===== src/rtl/disp_frame_sched_if.sv =====
// ---------------------------------------------------------------------------
// disp_frame_sched_if
//   Character stream from the display-refresh scheduler to the text-RAM/LCD
//   writer. A character moves on every cycle where ch_valid & ch_ready.
//
//   ch_valid  scheduler -> writer   character available
//   ch_ready  writer -> scheduler   writer accepts the character
//   ch_data   scheduler -> writer   ASCII character
//   ch_addr   scheduler -> writer   {row = page index, col 0..31}
// ---------------------------------------------------------------------------
interface disp_frame_sched_if #(
    parameter int PAGE_W = 2
);
    logic              ch_valid;
    logic              ch_ready;
    logic [7:0]        ch_data;
    logic [PAGE_W+4:0] ch_addr;

    modport master (
        output ch_valid,
        output ch_data,
        output ch_addr,
        input  ch_ready
    );

    modport slave (
        input  ch_valid,
        input  ch_data,
        input  ch_addr,
        output ch_ready
    );
endinterface


===== src/rtl/disp_frame_sched.sv =====
// ---------------------------------------------------------------------------
// disp_frame_sched
//   Display-refresh scheduler for the debug text screen. Once per refresh
//   period it walks all 2**PAGE_W 128-bit debug pages; for each page it
//   presents the page to an external hex->ASCII converter, captures the
//   32-character string, and streams the characters (MSB character first)
//   to the display writer over a valid/ready handshake.
//
//   clk         system clock, rising edge
//   rst_n       asynchronous active-low reset
//   page_data   page p at bits [128p+127:128p]
//   hold        1 = do not start a new frame (a running frame completes)
//   conv_in     registered page driven to the converter
//   conv_str    converter result, combinational from conv_in
//   ch          character stream (master side)
//   busy        scheduler is not idle
//   frame_done  one-cycle pulse when a frame has been fully sent
//   frame_cnt   completed frames, wraps 255 -> 0
// ---------------------------------------------------------------------------
module disp_frame_sched #(
    parameter int PAGE_W      = 2,
    parameter int REFRESH_CYC = 50000
) (
    input  logic                       clk,
    input  logic                       rst_n,
    input  logic [128*(2**PAGE_W)-1:0] page_data,
    input  logic                       hold,
    output logic [127:0]               conv_in,
    input  logic [255:0]               conv_str,
    disp_frame_sched_if.master         ch,
    output logic                       busy,
    output logic                       frame_done,
    output logic [7:0]                 frame_cnt
);

    localparam int                CNT_W     = (REFRESH_CYC > 2) ? $clog2(REFRESH_CYC) : 1;
    localparam logic [CNT_W-1:0]  CNT_LAST  = CNT_W'(REFRESH_CYC - 1);
    localparam logic [PAGE_W-1:0] PAGE_LAST = {PAGE_W{1'b1}};

    typedef enum logic [2:0] {
        ST_IDLE  = 3'd0,
        ST_LATCH = 3'd1,
        ST_CONV  = 3'd2,
        ST_SEND  = 3'd3,
        ST_DONE  = 3'd4
    } state_t;

    state_t              state_r;
    state_t              state_nx_s;
    logic [CNT_W-1:0]    cnt_r;
    logic                tick_s;
    logic                pend_r;
    logic                start_s;
    logic                xfer_s;
    logic                last_col_s;
    logic                last_page_s;
    logic [PAGE_W-1:0]   page_r;
    logic [4:0]          col_r;
    logic [4:0]          col_inc_s;
    logic [255:0]        str_r;
    logic [127:0]        conv_in_r;
    logic                ch_valid_r;
    logic [7:0]          ch_data_r;
    logic [PAGE_W+4:0]   ch_addr_r;
    logic                frame_done_r;
    logic [7:0]          frame_cnt_r;

    // Column c of the string sits at bits [255-8c -: 8]; 255-8c == {~c, 3'b111}.
    function automatic logic [7:0] char_at(input logic [255:0] str, input logic [4:0] col);
        char_at = str[{~col, 3'b111} -: 8];
    endfunction

    assign tick_s      = (cnt_r == CNT_LAST);
    assign start_s     = (state_r == ST_IDLE) && (tick_s || pend_r) && !hold;
    assign xfer_s      = ch_valid_r && ch.ch_ready;
    assign last_col_s  = (col_r == 5'd31);
    assign last_page_s = (page_r == PAGE_LAST);
    assign col_inc_s   = col_r + 5'd1;

    assign conv_in     = conv_in_r;
    assign ch.ch_valid = ch_valid_r;
    assign ch.ch_data  = ch_data_r;
    assign ch.ch_addr  = ch_addr_r;
    assign frame_done  = frame_done_r;
    assign frame_cnt   = frame_cnt_r;
    assign busy        = (state_r != ST_IDLE);

    // Free-running refresh period counter.
    always_ff @(posedge clk or negedge rst_n) begin
        if (!rst_n) begin
            cnt_r <= '0;
        end else if (tick_s) begin
            cnt_r <= '0;
        end else begin
            cnt_r <= cnt_r + CNT_W'(1);
        end
    end

    // One-deep request for a frame whose tick arrived while a frame was running.
    always_ff @(posedge clk or negedge rst_n) begin
        if (!rst_n) begin
            pend_r <= 1'b0;
        end else if (start_s) begin
            pend_r <= 1'b0;
        end else if (tick_s && (state_r != ST_IDLE)) begin
            pend_r <= 1'b1;
        end else begin
            pend_r <= pend_r;
        end
    end

    // FSM state register.
    always_ff @(posedge clk or negedge rst_n) begin
        if (!rst_n) begin
            state_r <= ST_IDLE;
        end else begin
            state_r <= state_nx_s;
        end
    end

    // FSM next-state decode.
    always_comb begin
        state_nx_s = state_r;
        case (state_r)
            ST_IDLE: begin
                if (start_s) begin
                    state_nx_s = ST_LATCH;
                end else begin
                    state_nx_s = ST_IDLE;
                end
            end
            ST_LATCH: state_nx_s = ST_CONV;
            ST_CONV:  state_nx_s = ST_SEND;
            ST_SEND: begin
                if (xfer_s && last_col_s) begin
                    if (last_page_s) begin
                        state_nx_s = ST_DONE;
                    end else begin
                        state_nx_s = ST_LATCH;
                    end
                end else begin
                    state_nx_s = ST_SEND;
                end
            end
            ST_DONE:  state_nx_s = ST_IDLE;
            default:  state_nx_s = ST_IDLE;
        endcase
    end

    // Page/column walk, converter capture and registered character stream.
    // ch_valid and the first character of a page are loaded in CONV so they
    // appear together with the SEND state.
    always_ff @(posedge clk or negedge rst_n) begin
        if (!rst_n) begin
            page_r       <= '0;
            col_r        <= 5'd0;
            str_r        <= 256'd0;
            conv_in_r    <= 128'd0;
            ch_valid_r   <= 1'b0;
            ch_data_r    <= 8'd0;
            ch_addr_r    <= '0;
            frame_done_r <= 1'b0;
            frame_cnt_r  <= 8'd0;
        end else begin
            frame_done_r <= 1'b0;
            case (state_r)
                ST_IDLE: begin
                    if (start_s) begin
                        page_r <= '0;
                        col_r  <= 5'd0;
                    end
                end
                ST_LATCH: begin
                    conv_in_r <= page_data[{page_r, 7'd0} +: 128];
                end
                ST_CONV: begin
                    str_r      <= conv_str;
                    col_r      <= 5'd0;
                    ch_valid_r <= 1'b1;
                    ch_data_r  <= char_at(conv_str, 5'd0);
                    ch_addr_r  <= {page_r, 5'd0};
                end
                ST_SEND: begin
                    if (xfer_s) begin
                        if (!last_col_s) begin
                            col_r     <= col_inc_s;
                            ch_data_r <= char_at(str_r, col_inc_s);
                            ch_addr_r <= {page_r, col_inc_s};
                        end else begin
                            ch_valid_r <= 1'b0;
                            if (!last_page_s) begin
                                page_r <= page_r + PAGE_W'(1);
                            end else begin
                                frame_done_r <= 1'b1;
                                frame_cnt_r  <= frame_cnt_r + 8'd1;
                            end
                        end
                    end
                end
                ST_DONE: begin
                    frame_done_r <= 1'b0;
                end
                default: begin
                    ch_valid_r <= 1'b0;
                end
            endcase
        end
    end

endmodule


===== src/flat_wrapper.sv =====
// flat-port wrapper written by rule: the top's interface ports become plain ports
module disp_frame_sched_flat 
#(
    parameter int PAGE_W      = 2,
    parameter int REFRESH_CYC = 50000
)
  (clk, rst_n, page_data, hold, conv_in, conv_str, busy, frame_done, frame_cnt, ch_ch_valid, ch_ch_data, ch_ch_addr, ch_ch_ready);
  disp_frame_sched_if #(.PAGE_W(PAGE_W)) ch_i ();
  input  logic clk;
  input  logic rst_n;
  input  logic [128*(2**PAGE_W)-1:0] page_data;
  input  logic hold;
  output logic [127:0] conv_in;
  input  logic [255:0] conv_str;
  output logic busy;
  output logic frame_done;
  output logic [7:0] frame_cnt;
  output wire logic [$bits(ch_i.ch_valid)-1:0] ch_ch_valid;
  output wire logic [$bits(ch_i.ch_data)-1:0] ch_ch_data;
  output wire logic [$bits(ch_i.ch_addr)-1:0] ch_ch_addr;
  input wire logic [$bits(ch_i.ch_ready)-1:0] ch_ch_ready;
  assign ch_ch_valid = ch_i.ch_valid;
  assign ch_ch_data = ch_i.ch_data;
  assign ch_ch_addr = ch_i.ch_addr;
  assign ch_i.ch_ready = ch_ch_ready;
  disp_frame_sched #(.PAGE_W(PAGE_W), .REFRESH_CYC(REFRESH_CYC)) u_core (.clk(clk), .rst_n(rst_n), .page_data(page_data), .hold(hold), .conv_in(conv_in), .conv_str(conv_str), .ch(ch_i), .busy(busy), .frame_done(frame_done), .frame_cnt(frame_cnt));
endmodule

===== config.mk =====
export PLATFORM = sky130hd
export DESIGN_NAME = disp_frame_sched_flat
export DESIGN_NICKNAME = d
export VERILOG_FILES = /design/src/rtl/disp_frame_sched_if.sv /design/src/rtl/disp_frame_sched.sv /design/src/flat_wrapper.sv
export SDC_FILE = /design/constraint.sdc
export NUM_CORES = 1
export LEC_CHECK = 0
export ABC_AREA = 1
export ABC_CLOCK_PERIOD_IN_PS = 5450
export BUFFER_PORTS_ARGS = -buffer_cell sky130_fd_sc_hd__buf_2
export CELL_PAD_IN_SITES_DETAIL_PLACEMENT = 1
export CELL_PAD_IN_SITES_GLOBAL_PLACEMENT = 2
export CORE_AREA = 2 2 359 361
export CTS_BUF_LIST = sky130_fd_sc_hd__clkbuf_4
export DETAILED_ROUTE_END_ITERATION = 10
export DIE_AREA = 0 0 361 363
export HOLD_SLACK_MARGIN = 0.03
export PLACE_DENSITY = 0.68
export REMOVE_ABC_BUFFERS = 1
export SLEW_MARGIN = 20
export SYNTH_ARGS = -nofsm -noshare
export SYNTH_HDL_FRONTEND = slang
export SYNTH_SLANG_ARGS = --single-unit

===== constraint.sdc =====
create_clock -name clk -period 5.45 [get_ports clk]
set_clock_uncertainty 0.15 [all_clocks]
set_input_delay 0.545 -clock clk [delete_from_list [all_inputs] [get_ports clk]]
set_output_delay 0.545 -clock clk [all_outputs]
set_load 0.05 [all_outputs]

Yosys cells after proc, flatten, opt, wreduce, memory -nomap -nowiden
Cells that the tools add are included.
Word-level totals
  input port bits: 772
  word-level logic and storage cells: 80
  output and inout port bits: 154
  flip-flop bits (word level): 436
Cells by class
  add/subtract/negate cells: 4
  multiplexer cells: 29
  equality and inequality tests: 12
  shift-type cells: 2
  bitwise operators: 2
  reduce and logical (&&, ||, !) cells: 19
Operators with widths (number)
  $shiftx A512 B10 Y128: 1
  $shiftx A263 B9 Y8: 1
  $add A16 B1 Y16 const B: 1
  $eq A16 B16 Y1 const B: 1
  $mux W16: 1
  $mux W8: 2
  $pmux W8 S2: 1
  $mux W5: 3
  $pmux W5 S3: 1
  $mux W7: 2
  $pmux W7 S2: 1
  $pmux W3 S4: 1
  $mux W1: 9
  $add A8 B1 Y8 const B: 1
  $mux W2: 4
  $reduce_and A4 Y1: 2
  $eq A3 B2 Y1 const B: 2
  $mux W3: 2
  $ne A2 B1 Y1 const B: 3
  $reduce_and A3 Y1: 2
  $reduce_bool A2 Y1: 3
  $reduce_bool A3 Y1: 2
  $add A5 B1 Y5 const B: 1
  $eq A5 B5 Y1 const B: 1
  15 further kinds: 20

Depth between registers and ports, before layout
Gate-level depths: netlist of run 1.
  word-level depth: 6
  depth in mapped cells: 12
  gate-level depth less buffers: 12

Least setup slack after synthesis of run 1
OpenSTA, ideal clock, no wires.
  path type: flip-flop to flip-flop
  start: reg u_core.col_r[0]
  end: reg u_core.frame_cnt_r[7] (netlist: u_core.frame_cnt[7])
  period minus slack after synthesis: 2.153 ns
  arrival: 1.863 ns
  stages on the path, launching flop included: 11
  data required time: 5.160 ns
  setup slack: 3.297 ns
  path buffers: 0
  cell sequence: dfrtp_1 > ha_1 > and3_1 > ha_1 > nand2_1 > nor2_1 > nand2_2 > or2_1 > nor2_2 > nand3_1 > xnor2_1
Between the ends
  cells in the longest elaborated chain, start to end: 2
RTL lines
  from (decl): RTL line disp_frame_sched.sv:58  | logic [4:0] col_r;
  from (signal assigned): RTL line disp_frame_sched.sv:186  | col_r <= col_inc_s;
  $eq A5 B5 Y1: RTL line disp_frame_sched.sv:76  | assign last_col_s = (col_r == 5'd31);
  $reduce_and A4 Y1 (no source line)
  to (signal assigned): RTL line disp_frame_sched.sv:195  | frame_cnt_r <= frame_cnt_r + 8'd1;
  to (decl): RTL line disp_frame_sched.sv:66  | logic [7:0] frame_cnt_r;
No other way between the ends.
A chain may end at the register's enable or synchronous reset.

Final worst setup path of run 1
  start: reg u_core.page_r[1]
  end: reg u_core.conv_in_r[72] (netlist: u_core.conv_in[72])
Between the ends
  cells in the longest elaborated chain, start to end: 1
RTL lines
  from (decl): RTL line disp_frame_sched.sv:57  | logic [PAGE_W-1:0] page_r;
  from (signal assigned): RTL line disp_frame_sched.sv:192  | page_r <= page_r + PAGE_W'(1);
  $shiftx A512 B10 Y128: RTL line disp_frame_sched.sv:174  | conv_in_r <= page_data[{page_r, 7'd0} +: 128];
  to (signal assigned): RTL line disp_frame_sched.sv:174
  to (decl): RTL line disp_frame_sched.sv:61  | logic [127:0] conv_in_r;
No other way between the ends.

==> qor.csv, run 1 <==
metric,value,unit
Root Driver,clkbuf_4,
flop2flop setup slack,1.87,ns
initial antenna violation count,142,
Initial Utilization,0.180,
DR vias,28600,
Slew Limit Fails,0,
final hold vios,0,
Detailed Routing Iterations Pass 1,5,
CTS tree,done,
Slew headroom,0.298,
Synth Area per Inst,7.81,um2
nets@finish,5358,
Power Density,520,nW/um2
Worst-path clk slew,0.07,ns
FMAX,0.280,GHz
R2R Path End,u_core.conv_in[72],
Global Route Usage Sum,0.238,
# rows,131,
die span in y,363,um
die area,131000,um2
async set-reset flop share out of synthesis,1.00,
vias in the first global route,30400,
worst r2r path cells,6,
first-pass GRT wire length,223000,um
CORE AREA,127000,um2
WP data arrival,4.45,ns
Post-synth EDFFs,0,
layout overhead on the synthesized area,69.1,%
largest net degree at the start of global routing,191,
Yosys reg bits,436,
Crit Path Category,reg -> reg,
die width,361,um
Syn Inst Count,2928,
# fillers,15400,
Post-synth top flop,dfrtp_1,
total CTS buffers,144,
worst vdd ir,0.460,mV
"antenna viol nets, final",0,
Power Total,20.1,mW
WHS Endpoint,u_core.str_r[80],
routability cong.,0.927,
Num Clock Sinks,436,
CP endpoint kind,register,
detailed-route wire length per cell,24.8,um
Yosys warnings,0,
layout cells sized above 1,0.283,
1st-iter DRT viols,1690,
Port Buffers,925,
CTS Buffer Depth,3,
Hold Crit Class,in -> reg,
hold_sp,conv_str[80],
minimum clock period after layout,3.58,ns
Mapped Area,22900,um2
reg2reg start,u_core.page_r[1],
Routed WL,159000,um
Ports,926,
CTS Hold Bufs,763,
Via density,4.46,
GR Overflow Total,0,
Post-CTS Setup Bufs,0,
final setup violation count,0,
startpoint types,register,
"Clk Latency, worst-skew pair",1.12,ns
"Max FO, Critical Path",66,
htree depth,4,
outcome,"complete, no violations",
LEAKAGE,18.5,nW
max cap viols,0,
Layout Utilization,0.304,
DRC violations left,0,
synth unique cells,37,
final cycle utilization of the critical path,0.656,
RSZ-0062 raised after global routing,no,
worst hold stages,4,
Worst Tran Pin Value,1.05,ns
critical path required time,6.33,ns
DPL Wire Length,116000,um
cts repair resizes,0,
"Seq/Total Area, Yosys",0.477,
## worst max path at each step
stage / slack (ns) / start / cells after the start / endpoint
after floorplan: -4.85 / u_core.state_r[2] / 9 / u_core.ch.ch_data[7]
after global routing: 1.73 / u_core.page_r[1] / 6 / u_core.conv_in[72]
after detailed placement: 2.04 / u_core.col_r[0] / 10 / u_core.ch.ch_data[1]
after CTS: 1.89 / u_core.page_r[1] / 6 / u_core.conv_in[72]
after global placement: 2.17 / u_core.col_r[0] / 10 / u_core.ch.ch_data[1]
final: 1.87 / u_core.page_r[1] / 6 / u_core.conv_in[72]
## kinds of logic (layout without fill, tap and decap cells)
logic type	Yosys count	in the layout	synth area share
other cells	0	87	0
mux	128	128	0.0630
xor+xnor	16	16	0.00613
simple gates	1174	1174	0.209
fa+ha+maj	5	5	0.00273
flops	436	436	0.477
buf+inv	500	2240	0.0866
compound gates	669	669	0.155
## state kept, by name (all words and copies together) (netlist names)
signal,flops
u_core.ch.ch_valid,1
u_core.col_r,5
u_core.str_r,256
u_core.frame_done,1
u_core.frame_cnt,8
u_core.page_r,2
u_core.state_r,3
u_core.conv_in,128
u_core.pend_r,1
u_core.ch.ch_data,8
u_core.ch.ch_addr,7
u_core.cnt_r,16
## per-stage QoR
step                      hold WS, ns  cells  instance area [um2]  worst slack (ns)  TNS [ns]
after global routing           0.0912   6393                38600              1.73         0
after floorplan                0.0994   2721                22000             -4.85  -1348.59
after CTS                      0.0313   6330                38500              1.89         0
final                           0.180   6417                38700              1.87         0
after global placement          0.307   5334                29100              2.17         0
after detailed placement        0.316   5334                29100              2.04         0
## cell usage in the layout (no fill, tap or decap), drive strengths merged, types with 4 or more instances in the layout
master         n
a21oi         10
nand4          6
o22ai        129
nand2        621
mux2         128
or2           10
clkbuf       191
o211ai         9
ha             5
clkinv        30
xor2          11
clkinvlp       4
nor2         286
nand3        241
dfrtp        436
xnor2          5
inv          299
diode         87
buf          952
o21ai        515
dlygate4sd3  762
nor3           6
## critical path, cell delays in order, from the launching register on
cell and delay, ns:
dfrtp_4 0.80, inv_4 0.75, buf_4 0.48, o21ai_0 0.26
o22ai_1 0.23, dlygate4sd3_1 0.61, mux2_2 0.15
## area by class of cell
class	instances	area, um2	area share
inverters	293	1120	0.0289
multi-input cells	1992	10000	0.260
clock inverters	42	260	0.00673
flip-flops and latches	436	10900	0.282
well taps	1662	2080	0.0538
diodes	87	218	0.00563
clock buffers	191	1430	0.0371
repair buffers	1714	12600	0.326
## per-layer routing
layer,part of all wire,routed length [um],track usage,up-vias
li1,-,-,-,13100
met1,0.38,61200,0.264,14000
met2,0.50,79900,0.408,1110
met3,0.065,10400,0.0668,363
met4,0.048,7710,0.132,28
met5,0.0012,193,0,-
## power by group
group          switching [mW]  internal (mW)
sequential              0.737           4.76
clock                    1.74           1.72
combinational            7.53           3.63
total                    10.0           10.1
## synth_stat cells, types with 5 or more instances
master,n,share of area
nand2_1,618,0.10
o21ai_0,514,0.11
dfrtp_1,436,0.48
inv_1,285,0.047
nor2_1,281,0.046
nand3_1,241,0.053
o22ai_1,129,0.035
mux2_2,128,0.063
clkbuf_1,116,0.019
buf_2,78,0.017
buf_1,12,0.0020
xor2_1,11,0.0042
a21oi_1,10,0.0022
o211ai_1,9,0.0030
inv_2,7,0.0011
nand4_1,6,0.0016
nor3_1,6,0.0013
ha_1,5,0.0027
xnor2_1,5,0.0019
Note: power is estimated with default switching activity, not from simulation.
==> run 2, diff against run 1 <==
--- a/config.mk
+++ b/config.mk
@@ -6,14 +6,14 @@
 export NUM_CORES = 1
 export LEC_CHECK = 0
 export ABC_AREA = 1
-export ABC_CLOCK_PERIOD_IN_PS = 5450
+export ABC_CLOCK_PERIOD_IN_PS = 3300
 export BUFFER_PORTS_ARGS = -buffer_cell sky130_fd_sc_hd__buf_2
 export CELL_PAD_IN_SITES_DETAIL_PLACEMENT = 1
 export CELL_PAD_IN_SITES_GLOBAL_PLACEMENT = 2
-export CORE_AREA = 2 2 359 361
+export CORE_AREA = 2 2 362 364
 export CTS_BUF_LIST = sky130_fd_sc_hd__clkbuf_4
 export DETAILED_ROUTE_END_ITERATION = 10
-export DIE_AREA = 0 0 361 363
+export DIE_AREA = 0 0 364 366
 export HOLD_SLACK_MARGIN = 0.03
 export PLACE_DENSITY = 0.68
 export REMOVE_ABC_BUFFERS = 1
==> constraint.sdc (replaced) <==
create_clock -name clk -period 3.3 [get_ports clk]
set_clock_uncertainty 0.15 [all_clocks]
set_input_delay 0.33 -clock clk [delete_from_list [all_inputs] [get_ports clk]]
set_output_delay 0.33 -clock clk [all_outputs]
set_load 0.05 [all_outputs]
==> qor.csv, run 2 (synthesis gave the netlist of run 1 again) <==
metric,value,unit,change
most frequent cells in the layout,"dlygate4sd3_1 (994), buf_2 (924), nand2_1 (618), o21ai_0 (510), dfrtp_1 (433)",,
Worst-path clk slew,0.06,ns,about the same
die span in y,366,um,+0.83%
Port Buffers,925,,unchanged
htree depth,4,,unchanged
Finished Layout Cells,6786,,+5.8%
"antenna viol nets, final",0,,unchanged
outcome,"complete, no violations",,
sequential power share,0.253,,-0.020
largest net degree at the start of global routing,145,,-24%
1st-iter DRT viols,1659,,-1.8%
layout overhead on the synthesized area,81.9,%,
internal power,18.0,mW,+78%
nets@finish,5628,,+5.0%
total CTS buffers,146,,+1.4%
Power Total,35.1,mW,+75%
Gate power share,0.579,,+0.024
CTS tree,done,,
Via density,4.42,,-0.81%
Sw Pwr,17.1,mW,+71%
max cap viols,0,,unchanged
Ports,926,,unchanged
Worst Tran Pin Value,0.851,ns,-0.202 ns
LEAKAGE,19.7,nW,+6.8%
# rows,132,,+0.76%
DR vias,30000,,+4.9%
placed cells,5447,,+2.1%
CP endpoint kind,register,,
Detailed Routing Iterations Pass 1,5,,unchanged
minimum clock period after layout,3.23,ns,-0.341 ns
Crit Path Category,reg -> reg,,
Clk pwr share,0.167,,-0.005
"Max FO, Critical Path",31,,-53%
Slew headroom,0.426,,+0.129
FMAX,0.309,GHz,+11%
CORE AREA,129000,um2,+1.5%
DRC violations left,0,,unchanged
Hold Crit Class,in -> reg,,
worst hold slack,0.161,ns,-0.0187 ns
first-pass GRT wire length,229000,um,+2.6%
die area,133000,um2,+1.7%
"commonest non-fill, non-tap cell in the layout",dlygate4sd3_1,,
worst vdd ir,0.346,mV,-25%
"Clk Latency, worst-skew pair",1.12,ns,about the same
area of placed instances,29600,um2,+1.6%
detailed-route wire length per cell,24.0,um,-3.2%
DPL Wire Length,115000,um,-0.14%
critical path required time,4.14,ns,-2.19 ns
layout cells sized above 1,0.275,,-0.00756
startpoint types,register,,
GR Overflow Total,0,,unchanged
die width,364,um,+0.83%
Global Route Usage Sum,0.239,,+0.00120
vias in the first global route,32400,,+6.4%
CTS Buffer Depth,3,,unchanged
max reg flops,256,,unchanged
Initial Utilization,0.177,,-0.00274
flop2flop setup slack,0.07,ns,-1.81 ns
Power Density,844,nW/um2,+62%
final setup violation count,0,,unchanged
setup TNS,0,ns,unchanged
sw frac,0.488,,-0.00999
final hold vios,0,,unchanged
routability cong.,0.927,,about the same
Slew Limit Fails,0,,unchanged
Root Driver,clkbuf_4,,
initial antenna violation count,143,,+0.70%
"Most flops, register",u_core.str_r,,
"Design Area, Final",41600,um2,+7.6%
Routed WL,163000,um,+2.3%
Num Clock Sinks,436,,unchanged
WP data arrival,4.08,ns,-0.37 ns
RSZ-0062 raised after global routing,no,,
final cycle utilization of the critical path,0.980,,+0.324
run 2: changes by cell type in the layout (fill, tap and decap cells not counted), sizes merged:
cell	before	now
diode	87	95
clkinv	30	42
dlygate4sd3	762	994
inv	299	300
buf	952	988
clkinvlp	4	1
clkbuf	191	194
run 2: final timing paths:
path / start / endpoint / depth (start not counted)
setup / recovery: u_core.page_r[0] / u_core.conv_in[51] / 7
hold / removal: page_data[411] / u_core.conv_in[27] / 5
setup reg to reg: u_core.page_r[0] / u_core.conv_in[51] / 7
hold reg to reg: u_core.cnt_r[0] / u_core.cnt_r[0] / 1
max in group asynchronous: rst_n / u_core.page_r[1] / 4
min in group asynchronous: rst_n / u_core.str_r[59] / 4
run 2: timing repair:
| item | in CTS | in global routing |
|---|---|---|
| hold buffers | 995 | 0 |
| resized for setup | 0 | 8 |
| setup buffers | 0 | 3 |
| setup endpoints to repair | 0 | 29 |
| endpoints found under the hold margin | 856 | 0 |
run 2: area by class of cell:
class,count,area (um2)
diodes,95,238
clock buffers,194,1460
clock inverters,52,302
fillers,15700,87400
inverters,293,1130
multi-input cells,1992,10100
flip-flops and latches,436,10900
well taps,1742,2180
repair buffers,1982,15300
run 2: metrics by stage:
step	utilization	setup slack [ns]
after global routing	0.322	0.0151
final	0.323	0.0650
after detailed placement	0.229	0.460
after CTS	0.320	0.0183
after global placement	0.229	0.526
after floorplan	-	-7.00
run 2: power groups by stage:
stage / Clock [mW] / Combinational [mW] / Sequential (mW)
after floorplan: 0 / 7.91 / 12.3
after global placement: 0 / 17.2 / 8.84
after detailed placement: 0 / 17.3 / 8.96
after CTS: 6.09 / 20.2 / 8.87
after global routing: 6.39 / 22.1 / 9.17
final: 5.87 / 20.3 / 8.90
run 2: critical path: stages, from the launching register on:
cell and delay (ns):
dfrtp_4 0.60, buf_12 0.18, buf_4 0.23, o21ai_0 0.42, o22ai_1 0.13, dlygate4sd3_1 0.57
mux2_2 0.27, dlygate4sd3_1 0.56
run 2: metal layers:
metal / global-route usage / routed length, um / share of wire
met1: 0.257 / 60700 / 0.37
met2: 0.414 / 81100 / 0.50
met3: 0.0693 / 11300 / 0.069
met4: 0.139 / 9760 / 0.060
met5: 0 / 272 / 0.0017
